<file path="config.mk">
export PLATFORM = sky130hd
export DESIGN_NAME = pad_analog_sw_ctrl
export DESIGN_NICKNAME = d
export VERILOG_FILES = /design/src/rtl/pad_analog_pkg.sv /design/src/rtl/pad_analog_timer.sv /design/src/rtl/pad_analog_sw_ctrl.sv
export SDC_FILE = /design/constraint.sdc
export NUM_CORES = 1
export LEC_CHECK = 0
export CAP_MARGIN = 20
export CORE_MARGIN = 1.5
export CORE_UTILIZATION = 30
export DETAILED_ROUTE_END_ITERATION = 6
export GPL_ROUTABILITY_DRIVEN = 0
export PLACE_DENSITY = 0.48
export SYNTH_ARGS = -nofsm -noshare
export SYNTH_HDL_FRONTEND = slang
export SYNTH_SLANG_ARGS = --single-unit
</file>
<file path="constraint.sdc">
create_clock -name CLK -period 2.4 [get_ports CLK]
set_input_delay 0.24 -clock CLK [delete_from_list [all_inputs] [get_ports CLK]]
set_output_delay 0.24 -clock CLK [all_outputs]
set_load 0.01 [all_outputs]
</file>
<file path="src/rtl/pad_analog_pkg.sv">
// Shared types and helpers for the analog pad switch controller family.
package pad_analog_pkg;

  // Widest switch bank any controller in this family can drive.
  localparam int unsigned MaxNch = 32;

  typedef enum logic [2:0] {
    StIsolated,
    StOpen,
    StBreak,
    StSettle,
    StConnected
  } pad_analog_state_t;

  // Channel index to one-hot switch vector; callers truncate to their bank width.
  function automatic logic [MaxNch-1:0] onehot(input int unsigned idx);
    logic [MaxNch-1:0] v;
    v = '0;
    v[idx[4:0]] = 1'b1;
    return v;
  endfunction

  // Down-counter width able to hold the larger of two cycle counts.
  function automatic int unsigned cnt_width(input int unsigned a, input int unsigned b);
    int unsigned m;
    m = (a > b) ? a : b;
    return $clog2(m + 1);
  endfunction

endpackage

</file>
<file path="src/rtl/pad_analog_timer.sv">
// Loadable down-counter with a zero flag; stops at zero instead of wrapping.
module pad_analog_timer #(
  parameter int unsigned Width = 3
) (
  input  logic             clk_i,
  input  logic             rst_i,
  input  logic             load_i,
  input  logic [Width-1:0] load_val_i,
  output logic             zero_o
);

  logic [Width-1:0] cnt_q, cnt_d;

  // Load wins over counting; hold at zero.
  always_comb begin
    cnt_d = cnt_q;
    if (load_i) begin
      cnt_d = load_val_i;
    end else if (cnt_q != '0) begin
      cnt_d = cnt_q - 1'b1;
    end
  end

  // Count register.
  always_ff @(posedge clk_i or posedge rst_i) begin
    if (rst_i) begin
      cnt_q <= '0;
    end else begin
      cnt_q <= cnt_d;
    end
  end

  assign zero_o = (cnt_q == '0);

endmodule

</file>
<file path="src/rtl/pad_analog_sw_ctrl.sv">
// Break-before-make sequencer for a bank of analog pad switches sharing one
// internal node. At most one switch is ever closed; every close is preceded by
// a dead time with all switches open, and SETTLED follows a settle interval.
module pad_analog_sw_ctrl
  import pad_analog_pkg::*;
#(
  parameter int unsigned NCH           = 4,
  parameter int unsigned DEAD_CYCLES   = 4,
  parameter int unsigned SETTLE_CYCLES = 8,
  localparam int unsigned CHW          = $clog2(NCH)
) (
  input  logic           CLK,
  input  logic           RESET,
  input  logic           SEL_VALID,
  output logic           SEL_READY,
  input  logic           SEL_EN,
  input  logic [CHW-1:0] SEL_CH,
  input  logic           ISOL_REQ,
  output logic [NCH-1:0] SW_EN,
  output logic [CHW-1:0] CUR_CH,
  output logic           ISOL,
  output logic           BUSY,
  output logic           SETTLED,
  output logic           ERR
);

  localparam int unsigned CntW = cnt_width(DEAD_CYCLES, SETTLE_CYCLES);
  // Loaded with N-1 so the transition fires exactly N edges after entry.
  localparam logic [CntW-1:0] DeadLoad   = CntW'(DEAD_CYCLES - 1);
  localparam logic [CntW-1:0] SettleLoad = CntW'(SETTLE_CYCLES - 1);

  pad_analog_state_t state_q, state_d;
  logic [CHW-1:0]    cur_ch_q, cur_ch_d;
  logic              pend_conn_q, pend_conn_d;
  logic [NCH-1:0]    sw_en_q, sw_en_d;
  logic              isol_q, isol_d;
  logic              busy_q, busy_d;
  logic              settled_q, settled_d;
  logic              err_q, err_d;
  logic              sel_ready_q, sel_ready_d;

  logic              tmr_load;
  logic [CntW-1:0]   tmr_load_val;
  logic              tmr_zero;
  logic              accept;
  logic              ch_illegal;

  pad_analog_timer #(
    .Width (CntW)
  ) u_timer (
    .clk_i      (CLK),
    .rst_i      (RESET),
    .load_i     (tmr_load),
    .load_val_i (tmr_load_val),
    .zero_o     (tmr_zero)
  );

  assign accept     = SEL_VALID && sel_ready_q;
  assign ch_illegal = (32'(SEL_CH) >= NCH);

  // Next state, then registered outputs decoded from the next state.
  always_comb begin
    state_d      = state_q;
    cur_ch_d     = cur_ch_q;
    pend_conn_d  = pend_conn_q;
    tmr_load     = 1'b0;
    tmr_load_val = '0;
    err_d        = 1'b0;

    unique case (state_q)
      StIsolated: state_d = StOpen;
      StOpen, StConnected: begin
        if (accept) begin
          if (!SEL_EN) begin
            state_d      = StBreak;
            pend_conn_d  = 1'b0;
            tmr_load     = 1'b1;
            tmr_load_val = DeadLoad;
          end else if (ch_illegal) begin
            err_d = 1'b1;
          end else if (!(state_q == StConnected && SEL_CH == cur_ch_q)) begin
            // Even from OPEN the close goes through BREAK to guarantee dead time.
            state_d      = StBreak;
            cur_ch_d     = SEL_CH;
            pend_conn_d  = 1'b1;
            tmr_load     = 1'b1;
            tmr_load_val = DeadLoad;
          end
        end
      end
      StBreak: begin
        if (tmr_zero) begin
          if (pend_conn_q) begin
            state_d      = StSettle;
            tmr_load     = 1'b1;
            tmr_load_val = SettleLoad;
          end else begin
            state_d = StOpen;
          end
        end
      end
      StSettle: begin
        if (tmr_zero) begin
          state_d = StConnected;
        end
      end
      default: state_d = StIsolated;
    endcase

    // Isolation overrides everything, including a request taken this edge.
    if (ISOL_REQ) begin
      state_d     = StIsolated;
      cur_ch_d    = cur_ch_q;
      pend_conn_d = pend_conn_q;
      tmr_load    = 1'b0;
      err_d       = 1'b0;
    end

    sw_en_d = '0;
    if (state_d == StSettle || state_d == StConnected) begin
      sw_en_d = NCH'(onehot(32'(cur_ch_d)));
    end
    isol_d      = (state_d == StIsolated);
    busy_d      = (state_d == StBreak) || (state_d == StSettle);
    settled_d   = (state_d == StConnected);
    sel_ready_d = (state_d == StOpen) || (state_d == StConnected);
  end

  // State and output registers; reset opens every switch without a clock.
  always_ff @(posedge CLK or posedge RESET) begin
    if (RESET) begin
      state_q     <= StIsolated;
      cur_ch_q    <= '0;
      pend_conn_q <= 1'b0;
      sw_en_q     <= '0;
      isol_q      <= 1'b1;
      busy_q      <= 1'b0;
      settled_q   <= 1'b0;
      err_q       <= 1'b0;
      sel_ready_q <= 1'b0;
    end else begin
      state_q     <= state_d;
      cur_ch_q    <= cur_ch_d;
      pend_conn_q <= pend_conn_d;
      sw_en_q     <= sw_en_d;
      isol_q      <= isol_d;
      busy_q      <= busy_d;
      settled_q   <= settled_d;
      err_q       <= err_d;
      sel_ready_q <= sel_ready_d;
    end
  end

  assign SW_EN     = sw_en_q;
  assign CUR_CH    = cur_ch_q;
  assign ISOL      = isol_q;
  assign BUSY      = busy_q;
  assign SETTLED   = settled_q;
  assign ERR       = err_q;
  assign SEL_READY = sel_ready_q;

endmodule

</file>
== Word-level counts from Yosys, hierarchy flattened ==
Cells that the tools add are included.
Word-level totals
  logic and storage cells: 69
  input port bits: 7
  output and inout port bits: 11
  register bits after elaboration: 18
Operators by class
  bitwise logic cells: 1
  magnitude comparators: 2
  reductions and logical operators: 13
  eq/ne operators: 10
  $add $sub $neg: 1
  mux-type cells: 33
Operators by type and width (count)
  two-way mux 3 bit: 8
  two-way mux 2 bit: 9
  equality test 3 x 2 -> 1 bit, second input constant: 4
  two-way mux 4 bit: 3
  one-hot mux 3 bit (4 select lines): 1
  two-way mux 1 bit: 9
  equality test 3 x 1 -> 1 bit, second input constant: 2
  equality test 3 bit, second input constant: 2
  zero test 3 bit: 2
  < comparator 2 x 6 -> 1 bit, second input constant: 1
  one-hot mux 3 bit (2 select lines): 1
  zero test 4 bit: 1
  AND reduction 4 bit: 1
  nonzero test 4 bit: 1
  subtractor 4 x 1 -> 4 bit, second input constant: 1
  logical AND 1 bit: 3
  logical OR 1 bit: 3
  demux 1 bit (select 2 bit): 1
  equality test 2 bit: 1
  >= comparator 2 x 1 -> 1 bit, second input constant: 1
  != test 2 bit, second input constant: 1
  one-hot mux 1 bit (2 select lines): 1
  nonzero test 2 bit: 1
  OR reduction 2 bit: 1
  NOT 1 bit: 1

== Logic depth before layout (Yosys ltp) ==
  word-level depth: 12
  depth in mapped cells: 8
  depth with buffers taken out: 7

== Modules after synthesis ==
Synthesis repeated with hierarchy kept, for this count alone.
Second synthesis, totals
  cells, all modules: 85
  area total of the unflattened synthesis: 942.2 um^2
Modules (own cells, without submodules)
  pad_analog_sw_ctrl: sequential area each 351.6 um^2, area an instance 705.7 um^2, cells an instance 62, times used 1
  pad_analog_timer: sequential area each 100.1 um^2, area an instance 236.5 um^2, cells an instance 23, times used 1

== Least setup slack after synthesis ==
OpenSTA, ideal clock, no wires.
  path kind: register to register
  from: reg u_timer.cnt_q[0]
  to: reg sw_en_q[2] (netlist: SW_EN[2])
  cell stages (with the launch flop): 9
  path buffers: 1
  period minus slack after synthesis: 1.910 ns
  slack: 0.490 ns
  data required time: 2.314 ns
  setup time: 0.086 ns
  arrival time: 1.824 ns
  cells stage by stage: dfrtp_1 -> inv_1 -> ha_1 -> or3b_1 -> buf_2 -> or3_1 -> o2bb2ai_4 -> a31oi_4 -> nor3_1
On the way
  longest elaborated chain between the ends: 7
  elaborated cells on any way between the ends: 9
  classes of those cells: eq/ne (2); mux (5); reduce/logical (2)
RTL lines
  start: declaration: RTL line pad_analog_timer.sv:12  | logic [Width-1:0] cnt_q, cnt_d;
  start signal: assignment: RTL line pad_analog_timer.sv:29  | cnt_q <= cnt_d;
  zero test 4 bit (*): RTL line pad_analog_timer.sv:33  | assign zero_o = (cnt_q == '0);
  two-way mux 3 bit (on tied branches): RTL line pad_analog_sw_ctrl.sv:103, pad_analog_sw_ctrl.sv:92
  one-hot mux 3 bit (4 select lines) (*): RTL line pad_analog_sw_ctrl.sv:70  | unique case (state_q)
  two-way mux 3 bit (*): RTL line pad_analog_sw_ctrl.sv:111  | if (ISOL_REQ) begin
  via state_d[2]: RTL line pad_analog_sw_ctrl.sv:32  | pad_analog_state_t state_q, state_d;
  equality test 3 x 2 -> 1 bit / equality test 3 bit (equally long branches): RTL line pad_analog_sw_ctrl.sv:120  | if (state_d == StSettle || state_d == StConnected) begin
  logical OR 1 bit (*): RTL line pad_analog_sw_ctrl.sv:120
  two-way mux 4 bit (*): RTL line pad_analog_sw_ctrl.sv:120
  via sw_en_d[2]: RTL line pad_analog_sw_ctrl.sv:35  | logic [NCH-1:0] sw_en_q, sw_en_d;
  end signal: assignment: RTL line pad_analog_sw_ctrl.sv:145  | sw_en_q <= sw_en_d;
  end: declaration: RTL line pad_analog_sw_ctrl.sv:35
Mark *: on every way through the listed nets, which the timed path passes. The rest lies on a longest branch.
A chain may end at the register's enable or synchronous reset.

== Worst setup path in the final report ==
Ends and elaborated chain as after synthesis.

==> load_flow_metrics.sql <==
INSERT INTO impl_metrics (metric_group, metric, value, unit) VALUES
('routing', 'detailedRoute.firstIterationViolations', '35', ''),
('die', 'fp.dieArea', '3500', 'um2'),
('sta', 'hold_violations', '0', ''),
('synthesis', 'synth_fa_ha_area_frac', '0.0132', ''),
('worst_setup_path', 'worst-path-max-fanout', '8', ''),
('worst_setup_path', 'worst_ep_arrival_time', '2.29', 'ns'),
('synthesis', 'post-synth-top-count-cell', 'sky130_fd_sc_hd__dfrtp_1', ''),
('global_route', 'via_count_of_the_first_global_routing_pass', '690', ''),
('sta', 'achievable-frequency', '480', 'MHz'),
('routing', 'detail_route.wirelength', '1850', 'um'),
('sta', 'rsz0062_at_grt', 'false', ''),
('sta', 'period_share', '0.868', ''),
('global_route', 'first_pass_grt_wire_length', '3040', 'um'),
('outcome', 'result_of_the_run', 'completed', ''),
('synthesis', 'post_synth_and_or_nand_nor_area_fraction', '0.193', ''),
('routing', 'drt-pass1-iter-count', '4', ''),
('sta', 'fin_skew', '0.0119', 'ns'),
('synthesis', 'sequential_to_total_area_share_from_yosys_stat', '0.478', ''),
('synthesis', 'synth_top_cells_by_count', '17 x sky130_fd_sc_hd__dfrtp_1, 7 x sky130_fd_sc_hd__inv_1, 6 x sky130_fd_sc_hd__nor3_1', ''),
('pwr', 'vdd_drop_max', '0.000406', 'V'),
('worst_setup_path', 'worstSetupEndpointType', 'flop', ''),
('synthesis', 'synth.cell_area', '946', 'um2'),
('synthesis', 'fraction_of_the_mapped_netlist_area_in_compound_gates', '0.189', ''),
('pwr', 'p_total', '1090', 'uW'),
('global_route', 'pin_count_of_the_biggest_net_entering_global_routing', '19', ''),
('worst_setup_path', 'timing.critical_path.required', '2.61', 'ns'),
('die', 'placement_rows', '20', ''),
('synthesis', 'synth_top_cell_area_share', '0.450', ''),
('synthesis', 'dominant_combinational_cell_family_by_area_after_synthesis', 'simple AND/OR/NAND/NOR gates', ''),
('clock_tree', 'cts-resized-gates', '0', ''),
('cells_and_area', 'diodes', '0', ''),
('clock_tree', 'cts-buffers-inserted', '3', ''),
('clock_tree', 'cts_htree_levels', '1', ''),
('routing', 'drt-wirelength-per-cell', '12.6', 'um'),
('synthesis', 'synth_cell_types', '42', ''),
('synthesis', 'synth_flop_cell', 'sky130_fd_sc_hd__dfrtp_1', ''),
('synthesis', 'synth_enable_flop_cells', '0', ''),
('cells_and_area', 'total_area_of_multi_input_combinational_cells', '445', 'um2'),
('synthesis', 'ys_async_sr_fraction', '1.00', ''),
('worst_setup_path', 'crit_type', 'reg -> reg', ''),
('clock_tree', 'tritoncts_num_sinks', '18', ''),
('synthesis', 'synth_seq_cells', '18', ''),
('cells_and_area', 'flow.area_growth_from_synthesis', '25.0', '%'),
('sta', 'timing.slew.headroom', '0.547', ''),
('sta', 'slew_at_the_pin_with_the_worst_max_slew_slack', '0.678', 'ns'),
('cells_and_area', 'nets', '112', ''),
('clock_tree', 'holdBufCountCts', '0', ''),
('die', 'area_inside_the_core_boundary', '3030', 'um2'),
('routing', 'post-route-drc-count', '0', ''),
('global_route', 'number_of_antenna_violations_at_the_first_check_in_global_routing', '0', ''),
('cells_and_area', 'regArea', '452', 'um2'),
('clock_tree', 'post_cts.repair.setup_buffers', '0', ''),
('synthesis', 'syn_area_per_cell', '11.0', 'um2'),
('synthesis', 'post_synth_xor_area_fraction', '0.0278', ''),
('routing', 'routed_via_density', '4.69', ''),
('clock_tree', 'insertion_delay', '0.30', 'ns'),
('clock_tree', 'cts_tree', 'yes', ''),
('synthesis', 'synth.area.mux_share', '0.0437', ''),
('synthesis', 'synth_area_leaders', 'sky130_fd_sc_hd__dfrtp_1 45%, sky130_fd_sc_hd__mux2i_1 3.2%, sky130_fd_sc_hd__nor3_1 3.2%', ''),
('cells_and_area', 'fraction_of_layout_instances_using_a_drive_strength_above_1', '0.126', ''),
('clock_tree', 'root_buffer', 'sky130_fd_sc_hd__clkbuf_4', ''),
('sta', 'setup_viol', '0', ''),
('synthesis', 'synthesized_net_count', '94', ''),
('sta', 'count_of_pins_over_their_slew_limit', '0', ''),
('worst_setup_path', 'worstSetupStartpointType', 'flop', ''),
('global_route', 'groute.usage.overall', '0.120', ''),
('routing', 'ant_nets', '0', ''),
('placed_design', 'placement.io_buffers', '16', ''),
('die', 'die-width', '59.2', 'um'),
('pwr', 'static-leakage-power', '0.000504', 'uW'),
('die', 'boundary_pin_count', '18', '');
-- layout make-up --
type,count,share of cell area
clock buffer,4,0.0307
inverter,7,0.0222
multi-input combinational,57,0.377
sequential,18,0.382
tap,44,0.0466
timing repair buffer,17,0.142
-- cell usage in the layout, fill, tap and decap left out, types with 2 or more instances in the layout --
cell,synthesis,layout
sky130_fd_sc_hd__dfrtp_1,17,17
sky130_fd_sc_hd__clkdlybuf4s50_1,0,16
sky130_fd_sc_hd__inv_1,7,7
sky130_fd_sc_hd__nor3_1,6,6
sky130_fd_sc_hd__nand2_1,5,5
sky130_fd_sc_hd__o21ai_1,3,3
sky130_fd_sc_hd__mux2i_1,3,3
sky130_fd_sc_hd__clkbuf_4,0,3
sky130_fd_sc_hd__xor2_1,2,2
sky130_fd_sc_hd__or3b_1,2,2
sky130_fd_sc_hd__nor2_1,2,2
sky130_fd_sc_hd__a21oi_1,2,2
sky130_fd_sc_hd__nand2b_1,2,2
sky130_fd_sc_hd__or3_1,2,2
sky130_fd_sc_hd__a21o_1,2,2
-- path summary, 6_finish.rpt --
kind,endpoint,depth (start not counted),slack [ns],startpoint
worst min register to register,pend_conn_q,1,0.53,pend_conn_q
min in group CLK,pend_conn_q,1,0.53,pend_conn_q
worst max-delay path,SW_EN[2],7,0.32,u_timer.cnt_q[0]
worst min-delay path,u_timer.cnt_q[0],2,0.33,RESET
worst max register to register,SW_EN[2],7,0.32,u_timer.cnt_q[0]
max in group asynchronous,CUR_CH[1],2,1.63,RESET
-- stage by stage --
step                cells  utilization  worst slack [ns]  hold slack, ns  cell area [um2]
floorplan              86            -             0.490           0.178              946
global placement      143        0.379             0.339           0.511             1150
detailed placement    143        0.379             0.320           0.517             1150
CTS                   147        0.390             0.313           0.374             1180
global route          147        0.390             0.155           0.375             1180
finish                147        0.390             0.317           0.330             1180
-- where the power goes --
part	leakage [uW]	switching, uW	total [uW]	internal [uW]
combinational	0.000251	215	430	214
sequential	0.000231	80.8	470	390
clock	0.0000210	96.4	189	92.4
-- worst max-delay path, stage by stage (launching register included) --
cell	delay, ns
sky130_fd_sc_hd__dfrtp_1	0.42
sky130_fd_sc_hd__inv_1	0.07
sky130_fd_sc_hd__ha_1	0.19
sky130_fd_sc_hd__or3b_1	0.48
sky130_fd_sc_hd__or3_1	0.44
sky130_fd_sc_hd__o2bb2ai_4	0.18
sky130_fd_sc_hd__a31oi_4	0.06
sky130_fd_sc_hd__nor3_1	0.15
-- state kept, by name (all words and copies together), names as in the netlist --
signal	count
BUSY	1
SW_EN	4
pend_conn_q	1
state_q	3
u_timer.cnt_q	4
ISOL	1
SEL_READY	1
CUR_CH	2
SETTLED	1
-- per-layer routing --
metal	routed length, um	track usage	part of all wire	vias up
met5	0	0	0	-
met4	10	0.0584	0.0054	0
met3	61	0.0328	0.033	2
met2	884	0.189	0.48	10
met1	889	0.152	0.48	339
li1	-	-	-	339
-- cells by family (layout without fill, tap and decap cells) --
kind of cell,after synthesis,in the layout
DFF,18,18
buffers and inverters,11,28
adders and majority gates,1,1
AOI/OAI and AO/OA,19,19
other,1,1
xor gates and xnor gates,3,3
and+or+nand+nor,29,29
muxes,4,4
(Power assumes the default switching activity.)
